### config.mk
export PLATFORM = sky130hd
export DESIGN_NAME = tqvp_dlmiles_i2c_iomux
export DESIGN_NICKNAME = d
export VERILOG_FILES = /design/src/rtl/tqvp_dlmiles_i2c_pkg.sv /design/src/rtl/tqvp_dlmiles_i2c_line_filter.sv /design/src/rtl/tqvp_dlmiles_i2c_iomux.sv
export SDC_FILE = /design/constraint.sdc
export NUM_CORES = 1
export LEC_CHECK = 0
export ABC_AREA = 1
export BUFFER_PORTS_ARGS = -buffer_cell sky130_fd_sc_hd__buf_2
export CAP_MARGIN = 20
export CORE_AREA = 2 2 53 74
export DETAILED_ROUTE_END_ITERATION = 8
export DIE_AREA = 0 0 55 76
export PLACE_DENSITY = 0.81
export SLEW_MARGIN = 20
export SYNTH_ARGS = -nofsm -noshare
export SYNTH_HDL_FRONTEND = slang
export SYNTH_SLANG_ARGS = --single-unit
### constraint.sdc
create_clock -name clk -period 2.8 [get_ports clk]
set_input_delay 0.84 -clock clk [delete_from_list [all_inputs] [get_ports clk]]
set_output_delay 0.84 -clock clk [all_outputs]
set_load 0.01 [all_outputs]
### src/rtl/tqvp_dlmiles_i2c_pkg.sv
// Shared types and helpers for the TinyQV I2C pin multiplexer: FSM states,
// cfg_inv bit positions and the released (idle) pad level.
package tqvp_dlmiles_i2c_pkg;

    typedef enum logic {
        ST_RUN    = 1'b0,
        ST_SETTLE = 1'b1
    } iomux_state_e;

    localparam int INV_SCL_O  = 0;
    localparam int INV_SDA_O  = 1;
    localparam int INV_SCL_OE = 2;
    localparam int INV_SDA_OE = 3;

    // Returns {oe, o}: a released pad never drives low, so pull-down mode idles at 0
    // and direct mode idles high, with output enable off, both before inversion.
    function automatic logic [1:0] released_level(input logic direct,
                                                  input logic inv_o,
                                                  input logic inv_oe);
        return {inv_oe, direct ^ inv_o};
    endfunction

endpackage

### src/rtl/tqvp_dlmiles_i2c_line_filter.sv
// One I2C line: 2-FF synchroniser, optional glitch filter (TQVP_DLMILES_I2C_IOMUX_FILTER_EN)
// and a one-cycle delayed copy of the filtered level for edge detection.
module tqvp_dlmiles_i2c_line_filter #(
    parameter int FILT_W = 3
) (
    input  logic              clk,
    input  logic              rst_n,
    input  logic              pin_i,
    input  logic [FILT_W-1:0] filt_i,
    input  logic              hold_i,
    input  logic              reload_i,
    output logic              level_o,
    output logic              level_dly_o
);

    logic sync1_q, sync2_q;
    logic level_q, level_d;
    logic levelDly_q;

`ifdef TQVP_DLMILES_I2C_IOMUX_FILTER_EN
    logic [FILT_W-1:0] cnt_q, cnt_d;

    // Accept a new level only after it has disagreed for filt_i+1 samples in a row.
    always_comb begin
        level_d = level_q;
        cnt_d   = '0;
        if (reload_i) begin
            level_d = sync2_q;
        end else if (!hold_i && (sync2_q != level_q)) begin
            if (cnt_q >= filt_i) begin
                level_d = sync2_q;
            end else begin
                cnt_d = cnt_q + 1'b1;
            end
        end
    end

    always_ff @(posedge clk or negedge rst_n) begin
        if (!rst_n) begin
            cnt_q <= '0;
        end else begin
            cnt_q <= cnt_d;
        end
    end
`else
    logic unused_filt;
    assign unused_filt = ^filt_i;

    always_comb begin
        level_d = level_q;
        if (reload_i || !hold_i) begin
            level_d = sync2_q;
        end
    end
`endif

    always_ff @(posedge clk or negedge rst_n) begin
        if (!rst_n) begin
            sync1_q    <= 1'b1;
            sync2_q    <= 1'b1;
            level_q    <= 1'b1;
            levelDly_q <= 1'b1;
        end else begin
            sync1_q    <= pin_i;
            sync2_q    <= sync1_q;
            level_q    <= level_d;
            levelDly_q <= reload_i ? sync2_q : level_q;
        end
    end

    assign level_o     = level_q;
    assign level_dly_o = levelDly_q;

endmodule

### src/rtl/tqvp_dlmiles_i2c_iomux.sv
// I2C pad multiplexer between TinyQV pins and the I2C controller: input select and
// conditioning, registered pad drive, settle window on config change.
// Glitch filter enabled by defining TQVP_DLMILES_I2C_IOMUX_FILTER_EN.
module tqvp_dlmiles_i2c_iomux
    import tqvp_dlmiles_i2c_pkg::*;
#(
    parameter int NUM_PORTS     = 4,
    parameter int FILT_W        = 3,
    parameter int SETTLE_CYCLES = 8
) (
    input  logic                         clk,
    input  logic                         rst_n,
    input  logic [$clog2(NUM_PORTS)-1:0] cfg_in_sel,
    input  logic [NUM_PORTS-1:0]         cfg_out_en,
    input  logic [1:0]                   cfg_direct,
    input  logic [3:0]                   cfg_inv,
    input  logic [FILT_W-1:0]            cfg_filt,
    input  logic [NUM_PORTS-1:0]         pin_scl,
    input  logic [NUM_PORTS-1:0]         pin_sda,
    output logic [NUM_PORTS-1:0]         uo_scl,
    output logic [NUM_PORTS-1:0]         uo_sda,
    output logic [NUM_PORTS-1:0]         uo_scl_oe,
    output logic [NUM_PORTS-1:0]         uo_sda_oe,
    input  logic                         scl_o,
    input  logic                         scl_oe,
    input  logic                         sda_o,
    input  logic                         sda_oe,
    output logic                         scl_i,
    output logic                         sda_i,
    output logic                         scl_rise,
    output logic                         scl_fall,
    output logic                         sda_rise,
    output logic                         sda_fall,
    output logic                         start_det,
    output logic                         stop_det,
    output logic                         cfg_busy
);

    localparam int SEL_W = $clog2(NUM_PORTS);
    localparam int CNT_W = $clog2(SETTLE_CYCLES);
    localparam int CFG_W = SEL_W + NUM_PORTS + 6;
    localparam logic [CNT_W-1:0] SETTLE_LOAD = CNT_W'(SETTLE_CYCLES - 1);

    iomux_state_e     state_q, state_d;
    logic [CNT_W-1:0] settleCnt_q, settleCnt_d;
    logic [CFG_W-1:0] cfgLive, cfgShadow_q;
    logic             shadowValid_q;
    logic             cfgChange;

    // The first sample after reset only primes the shadow so reset's own settle is not stretched.
    assign cfgLive   = {cfg_in_sel, cfg_out_en, cfg_direct, cfg_inv};
    assign cfgChange = shadowValid_q && (cfgLive != cfgShadow_q);

    always_comb begin
        state_d     = state_q;
        settleCnt_d = settleCnt_q;
        case (state_q)
            ST_RUN: begin
                if (cfgChange) begin
                    state_d     = ST_SETTLE;
                    settleCnt_d = SETTLE_LOAD;
                end
            end
            ST_SETTLE: begin
                if (cfgChange) begin
                    settleCnt_d = SETTLE_LOAD;
                end else if (settleCnt_q == '0) begin
                    state_d = ST_RUN;
                end else begin
                    settleCnt_d = settleCnt_q - 1'b1;
                end
            end
            default: state_d = ST_SETTLE;
        endcase
    end

    always_ff @(posedge clk or negedge rst_n) begin
        if (!rst_n) begin
            state_q       <= ST_SETTLE;
            settleCnt_q   <= SETTLE_LOAD;
            cfgShadow_q   <= '0;
            shadowValid_q <= 1'b0;
        end else begin
            state_q       <= state_d;
            settleCnt_q   <= settleCnt_d;
            cfgShadow_q   <= cfgLive;
            shadowValid_q <= 1'b1;
        end
    end

    logic                 sclDrive, sdaDrive;
    logic [1:0]           sclRel, sdaRel;
    logic [NUM_PORTS-1:0] relPort;
    logic [NUM_PORTS-1:0] uoScl_q, uoSda_q, uoSclOe_q, uoSdaOe_q;
    logic [NUM_PORTS-1:0] uoScl_d, uoSda_d, uoSclOe_d, uoSdaOe_d;

    assign sclDrive = cfg_direct[0] ? scl_o : (scl_oe & ~scl_o);
    assign sdaDrive = cfg_direct[1] ? sda_o : (sda_oe & ~sda_o);
    assign sclRel   = released_level(cfg_direct[0], cfg_inv[INV_SCL_O], cfg_inv[INV_SCL_OE]);
    assign sdaRel   = released_level(cfg_direct[1], cfg_inv[INV_SDA_O], cfg_inv[INV_SDA_OE]);
    assign relPort  = ~cfg_out_en | {NUM_PORTS{state_d == ST_SETTLE}};

    always_comb begin
        uoScl_d   = '0;
        uoSda_d   = '0;
        uoSclOe_d = '0;
        uoSdaOe_d = '0;
        for (int p = 0; p < NUM_PORTS; p++) begin
            uoScl_d[p]   = relPort[p] ? sclRel[0] : (sclDrive ^ cfg_inv[INV_SCL_O]);
            uoSclOe_d[p] = relPort[p] ? sclRel[1] : (scl_oe ^ cfg_inv[INV_SCL_OE]);
            uoSda_d[p]   = relPort[p] ? sdaRel[0] : (sdaDrive ^ cfg_inv[INV_SDA_O]);
            uoSdaOe_d[p] = relPort[p] ? sdaRel[1] : (sda_oe ^ cfg_inv[INV_SDA_OE]);
        end
    end

    always_ff @(posedge clk or negedge rst_n) begin
        if (!rst_n) begin
            uoScl_q   <= '0;
            uoSda_q   <= '0;
            uoSclOe_q <= '0;
            uoSdaOe_q <= '0;
        end else begin
            uoScl_q   <= uoScl_d;
            uoSda_q   <= uoSda_d;
            uoSclOe_q <= uoSclOe_d;
            uoSdaOe_q <= uoSdaOe_d;
        end
    end

    assign uo_scl    = uoScl_q;
    assign uo_sda    = uoSda_q;
    assign uo_scl_oe = uoSclOe_q;
    assign uo_sda_oe = uoSdaOe_q;

    logic lineHold, lineReload;
    logic sclLevel, sclDly, sdaLevel, sdaDly;
    logic running;

    // Lines freeze while settling and resynchronise on the way out so a port switch never pulses.
    assign lineHold   = (state_d == ST_SETTLE);
    assign lineReload = (state_q == ST_SETTLE) && (state_d == ST_RUN);

    tqvp_dlmiles_i2c_line_filter #(.FILT_W(FILT_W)) u_scl_filter (
        .clk        (clk),
        .rst_n      (rst_n),
        .pin_i      (pin_scl[cfg_in_sel]),
        .filt_i     (cfg_filt),
        .hold_i     (lineHold),
        .reload_i   (lineReload),
        .level_o    (sclLevel),
        .level_dly_o(sclDly)
    );

    tqvp_dlmiles_i2c_line_filter #(.FILT_W(FILT_W)) u_sda_filter (
        .clk        (clk),
        .rst_n      (rst_n),
        .pin_i      (pin_sda[cfg_in_sel]),
        .filt_i     (cfg_filt),
        .hold_i     (lineHold),
        .reload_i   (lineReload),
        .level_o    (sdaLevel),
        .level_dly_o(sdaDly)
    );

    assign running  = (state_q == ST_RUN);
    assign scl_i    = sclLevel;
    assign sda_i    = sdaLevel;
    assign scl_rise = running & sclLevel & ~sclDly;
    assign scl_fall = running & ~sclLevel & sclDly;
    assign sda_rise = running & sdaLevel & ~sdaDly;
    assign sda_fall = running & ~sdaLevel & sdaDly;

    // Qualify on the delayed SCL so a simultaneous SCL edge uses the pre-edge level.
    assign start_det = sda_fall & sclDly;
    assign stop_det  = sda_rise & sclDly;
    assign cfg_busy  = ~running;

endmodule
==> impl_metrics.csv, run 1 <==
group,metric,value,unit
status,status,"completed",
clock_tree,clk_pin_slew_worst_paths,0.07,ns
setup_path,rrSetupSlack,0.78,ns
pwr,netSwitchingFraction,25.6,%
yosys,ys_seq_area_share,56.1,%
pwr,power.net_switching,0.326,mW
clock_tree,postCtsHoldBufs,0,
setup_path,cp_slowest_cell,"dfstp_2",
clock_tree,cts_resized,0,
timing,worstMarginPinSlew,0.833,ns
pwr,power_frac_comb,14.2,%
clock_tree,cts-root-buf,"clkbuf_8",
setup_path,reg2regPathDepth,7,
timing,fmax,476,MHz
pwr,peakVddDrop,490,uV
floorplan,io_pins,54,
yosys,ys_seq_elements,41,
setup_path,worstReg2RegStart,"settleCnt_q[0]",
clock_tree,htreeDepth,2,
setup_path,endpoint_kind,"primary output",
global_route,grt_max_degree,42,
yosys,synthCells,207,
pwr,p_per_area,572,nW/um^2
finish,syn2layout_area_growth,20.0,%
detailed_routing,vias_per_cell,5.00,
clock_tree,numCtsBuffers,5,
setup_path,max_stage_delay,0.58,ns
setup_path,cp_top_family,"flip-flops",
global_route,antenna_found_initial,0,
global_route,grt_pass1_wl,5.93,mm
place,routabilityCongestion,0.861,
setup_path,crit_chain,"inv_1 -> nor4_1 -> buf_2",
clock_tree,clockBufferDepth,2,
pwr,seq_power_share,52.8,%
setup_path,path_buf_inv,2,
floorplan,num_rows,26,
timing,drv_slew,0,
place,portBuffers,50,
yosys,syn_area,1860,um^2
place,pre_cts_ws,0.456,ns
finish,diodes,0,
clock_tree,clock_latency,0.29,ns
yosys,syn_avg_cell_area,8.97,um^2
floorplan,initial_core_util,51.9,%
floorplan,die_area,4180,um^2
pwr,p_int,0.949,mW
timing,layout_setup_ws,0.699,ns
setup_path,cp_max_fo,6,
timing,tns,0,ns
setup_path,crit_start,"u_sda_filter.level_o",
timing,fin_crit_sh,75.0,%
global_route,grt_overflow,0,
setup_path,reg2reg_to,"uo_scl[2]",
detailed_routing,drtAntennaViolNets,0,
detailed_routing,wire_per_inst,11.6,um
global_route,grt_pass1_vias,1405,
setup_path,arrival,1.26,ns
clock_tree,postCtsSetupBuffers,0,
floorplan,die_w,55,um
finish,layout-drive-gt1-share,28.2,%
setup_path,crit_end,"stop_det",
pwr,p_leak,1.16,nW
setup_path,cp.depth,3,
yosys,yosysWarnings,0,
timing,relSlewSlack,44.4,%
timing,period_minus_slack,2.10,ns
timing,setup_viol,0,
detailed_routing,remaining_drc_errors,0,
detailed_routing,dr.pass1.iters,4,
pwr,p_clk_share,33.0,%
global_route,grt_use_total,19.2,%
detailed_routing,drtIter0Drc,35,
setup_path,crit_type,"flop to primary output",
floorplan,die_h,76,um
finish,post-route-util,62.3,%
timing,rsz0062_at_grt,"false",
finish,finalNetCount,289,
setup_path,critPathLaunchType,"flop",
setup_path,crit_required,1.96,ns
detailed_routing,vias,1506,
yosys,synth_nets,238,
clock_tree,cts.sinks,41,
timing,hold_slack,0.359,ns
timing,hold_viol,0,
timing,finClkSkew,0.00696,ns
clock_tree,cts_tree,"yes",
run,cap_violations,0,
yosys,synth.distinct_cells,21,
hold_path,holdCritPathClass,"flop to flop",
detailed_routing,drt-total-wl,3.49,mm
floorplan,core,3580,um^2
place,dp_hpwl,2.64,mm
[worst min path at each step]
stage	slack [ns]	start	cells after the start	end
floorplan	0.35	u_scl_filter.sync1_q	0	u_scl_filter.sync2_q
global placement	0.35	u_scl_filter.sync1_q	0	u_scl_filter.sync2_q
detailed placement	0.35	u_scl_filter.sync1_q	0	u_scl_filter.sync2_q
CTS	0.36	u_scl_filter.sync1_q	0	u_scl_filter.sync2_q
global route	0.36	u_scl_filter.sync1_q	0	u_scl_filter.sync2_q
finish	0.36	u_scl_filter.sync1_q	0	u_scl_filter.sync2_q
[cells by family after synthesis]
logic type,Yosys count,share of synthesized area [%]
fa+ha+maj,2,1.35
buf+inv,24,5.86
simple gates,117,27.5
other cells,1,0.202
flops,41,56.1
compound gates,8,2.29
xor+xnor,13,6.13
mux,1,0.606
[through the flow]
stage / total power, mW / cells / instance area, um^2
final: 1.28 / 301 / 2230
after global routing: 1.34 / 301 / 2230
after CTS: 1.29 / 301 / 2230
after detailed placement: 0.868 / 293 / 2130
after global placement: 0.860 / 293 / 2130
after floorplan: 0.785 / 207 / 1860
[sequential cells by signal, indices dropped and copies added (netlist names), 3 cells and up]
register	cells
cfgShadow_q	12
uo_scl	4
uo_scl_oe	4
uo_sda	4
uo_sda_oe	4
settleCnt_q	3
[synth_stat cells]
library cell	number	area share, %
buf_6	2	1.2
ha_1	2	1.3
xor2_1	6	2.8
nand3_1	12	3.2
nand2_1	73	15
nor2_1	8	1.6
clkbuf_1	3	0.61
dfrtp_1	29	39
inv_2	1	0.20
conb_1	1	0.20
nor4_1	2	0.67
clkbuf_2	2	0.54
nor3_1	3	0.81
xnor2_1	7	3.3
buf_2	1	0.27
o22ai_1	2	0.67
dfstp_2	12	17
mux2_2	1	0.61
nand4_1	19	6.4
inv_1	15	3.0
o21ai_0	6	1.6
[layer usage]
layer / vias to the layer above / GRT usage [%] / wire length [um]
li1: 769 / - / -
met1: 694 / 23.6 / 1380
met2: 37 / 31.3 / 1870
met3: 6 / 6.08 / 191
met4: 0 / 5.61 / 44
met5: - / 0 / 0
[placed cells by master, fill, tap and decap left out, types with 2 or more instances in the layout]
| cell | count |
|---|---|
| nand2_1 | 73 |
| buf_2 | 50 |
| dfrtp_1 | 29 |
| nand4_1 | 19 |
| inv_1 | 15 |
| nand3_1 | 12 |
| dfstp_2 | 12 |
| nor2_1 | 8 |
| xnor2_1 | 7 |
| xor2_1 | 6 |
| o21ai_0 | 6 |
| clkbuf_8 | 5 |
| nor3_1 | 3 |
| o22ai_1 | 2 |
| nor4_1 | 2 |
| ha_1 | 2 |
| buf_4 | 2 |
[worst register-to-register path, cell delays in order, from the launching register on]
cell and delay (ns):
dfstp_2 0.53, inv_1 0.06, ha_1 0.20, nand2_1 0.12, nand2_1 0.50, nand3_1 0.40
nand2_1 0.08, nand2_1 0.08
[layout make-up]
class | count | area [um^2]
tap | 42 | 52.6
inverter | 16 | 60.1
timing repair buffer | 52 | 265
clock inverter | 1 | 5.00
sequential | 41 | 1040
clock buffer | 7 | 97.6
multi-input combinational | 142 | 707
fill | 326 | 1350
[power by group through the flow]
stage | Combinational (mW) | Sequential, mW | Clock, mW
after floorplan | 0.0907 | 0.695 | 0
after global placement | 0.177 | 0.683 | 0
after detailed placement | 0.182 | 0.685 | 0
after CTS | 0.183 | 0.674 | 0.431
after global routing | 0.208 | 0.681 | 0.456
final | 0.181 | 0.674 | 0.421
(Power assumes the default switching activity.)
==> run 2, diff against run 1 <==
- CORE_AREA: 2 2 53 74 -> 2 2 54 77
- DIE_AREA: 0 0 55 76 -> 0 0 56 79
- PLACE_DENSITY: 0.81 -> 0.77
- clock period: 2.8 -> 1.95 ns (I/O delays scaled with it)
==> run 2 against run 1 <==
  * Non-clock buffer count rose by 2
  * Setup slack got worse by 0.60 ns
  * First-iteration DRC count fell by 51%
  * Global-route usage fell by 1.6 points
  * Sequential share of layout area fell by 1.3 points
  * Clock skew rose by 0.0011 ns
  * Clock power rose by 67%
  * Core utilization fell by 1.7 points
  * Final area rose by 2.9%
  * Via count barely moved
  * Routed wire length fell by 3.2%
  * Cell count rose by 1.0%
==> impl_metrics.csv, run 2 (synthesis results as in run 1) <==
group,metric,value,unit
status,status,"completed",
detailed_routing,vias,1505,
pwr,p_clk_share,36.3,%
clock_tree,clock_latency,0.30,ns
pwr,p_leak,1.19,nW
timing,finClkSkew,0.00807,ns
clock_tree,postCtsHoldBufs,0,
run,cap_violations,0,
finish,multi_input_area,713,um^2
detailed_routing,wire_per_inst,11.1,um
floorplan,die_w,56,um
clock_tree,cts_tree,"yes",
place,post-place-cells,296,
setup_path,cp_top_family,"flip-flops",
finish,final_common_cell,"nand2_1",
finish,fin_cells,304,
detailed_routing,drt-total-wl,3.37,mm
floorplan,initial_core_util,49.1,%
finish,layout-drive-gt1-share,29.5,%
timing,hold_viol,0,
detailed_routing,drtIter0Drc,17,
place,portBuffers,50,
clock_tree,htreeDepth,2,
clock_tree,numCtsBuffers,5,
pwr,p_int,1.46,mW
clock_tree,cts.sinks,41,
clock_tree,cts-root-buf,"clkbuf_8",
setup_path,endpoint_kind,"primary output",
timing,period_minus_slack,1.85,ns
floorplan,die_h,79,um
floorplan,core,3780,um^2
clock_tree,clockBufferDepth,2,
finish,diodes,0,
pwr,power_frac_comb,13.7,%
hold_path,holdCritPathClass,"input pin to asynchronous set/reset pin",
setup_path,cp_slowest_cell,"dfstp_2",
timing,fmax,540,MHz
detailed_routing,vias_per_cell,4.95,
finish,syn2layout_area_growth,23.5,%
clock_tree,clk_pin_slew_worst_paths,0.08,ns
pwr,p_per_area,844,nW/um^2
setup_path,crit_type,"flop to primary output",
place,routabilityCongestion,0.803,
global_route,grt_max_degree,24,
floorplan,io_pins,54,
clock_tree,postCtsSetupBuffers,0,
detailed_routing,remaining_drc_errors,0,
global_route,antenna_found_initial,0,
pwr,netSwitchingFraction,24.6,%
detailed_routing,drtAntennaViolNets,0,
setup_path,path_buf_inv,2,
timing,setup_viol,0,
finish,finalNetCount,291,
setup_path,cp_max_fo,4,
pwr,seq_power_share,50.0,%
setup_path,max_stage_delay,0.52,ns
global_route,grt_overflow,0,
floorplan,die_area,4420,um^2
detailed_routing,dr.pass1.iters,4,
finish,layout.cells.most_common_list,"nand2_1, buf_2, dfrtp_1, nand4_1, inv_1",
timing,rsz0062_at_grt,"false",
pwr,total_power,1.93,mW
global_route,grt_pass1_wl,5.95,mm
setup_path,crit_required,1.36,ns
timing,drv_slew,0,
finish,regMostFlops,"cfgShadow_q",
place,dp_hpwl,2.66,mm
finish,register_area,1040,um^2
floorplan,num_rows,27,
timing,tns,0,ns
pwr,power.net_switching,0.475,mW
timing,fin_crit_sh,94.9,%
clock_tree,cts_resized,0,
setup_path,crit_chain,"inv_1 -> nor4_1 -> buf_2",
global_route,grt_use_total,17.6,%
setup_path,arrival,1.27,ns
finish,nFillCells,343,
setup_path,critPathLaunchType,"flop",
finish,largest_reg_flops,12,
pwr,peakVddDrop,643,uV
global_route,grt_pass1_vias,1364,
[run 2: cell count changes in the layout (fill, tap and decap cells not counted), sizes merged]
| cell | delta |
|---|---|
| buf | +2 |
| inv | +1 |
| clkbuf | -1 |
| bufinv | +1 |
| clkinv | -1 |
[run 2: area by class of cell]
cell class	instances	area share (%)
Clock inverter	2	1.58
Multi-Input combinational cell	142	31.1
Tap cell	43	2.35
Timing Repair Buffer	54	13.3
Inverter	16	2.62
Sequential cell	41	45.4
Clock buffer	6	3.60
[run 2: per-stage QoR]
step           setup WS [ns]  hold WS [ns]  utilization, %  cell area [um^2]
2_1_floorplan          0.322         0.289               -              1860
3_3_place_gp           0.127         0.347            57.3              2170
3_5_place_dp          0.0891         0.349            57.3              2170
5_1_grt              0.00168         0.229            60.6              2290
4_1_cts               0.0841         0.224            60.4              2290
6_report              0.0993         0.212            60.6              2290
[run 2: power by group through the flow]
stage	registers, mW	logic, mW	clock network (mW)
6_report	0.967	0.266	0.701
5_1_grt	0.977	0.303	0.762
4_1_cts	0.968	0.270	0.719
3_5_place_dp	0.983	0.269	0
3_3_place_gp	0.981	0.260	0
2_1_floorplan	0.997	0.130	0
[run 2: path summary, 6_finish.rpt]
path / start / slack [ns] / cells after the start / endpoint
max in group asynchronous: rst_n / 1.20 / 2 / settleCnt_q[2]
worst max-delay path: u_scl_filter.level_dly_o / 0.1 / 3 / start_det
worst max register to register: settleCnt_q[0] / 0.23 / 8 / uo_scl[1]
worst min register to register: u_sda_filter.sync1_q / 0.36 / 0 / u_sda_filter.sync2_q
worst min-delay path: rst_n / 0.21 / 1 / cfgShadow_q[6]
min in group clk: u_sda_filter.sync1_q / 0.36 / 0 / u_sda_filter.sync2_q
[run 2: metal layers]
metal	vias up	global-route usage [%]	part of all wire (%)
met5	-	0	0
met4	0	7.86	2.4
met3	8	6.03	6.1
met2	48	29.1	51
met1	675	20.7	40
li1	774	-	-
[run 2: worst reg2reg max path, cell delays in order (launching register included)]
cell	delay (ns)
dfstp_2	0.54
inv_1	0.06
ha_1	0.20
nand2_1	0.11
nand2_1	0.18
buf_4	0.26
nand3_1	0.15
nand2_1	0.07
nand2_1	0.08
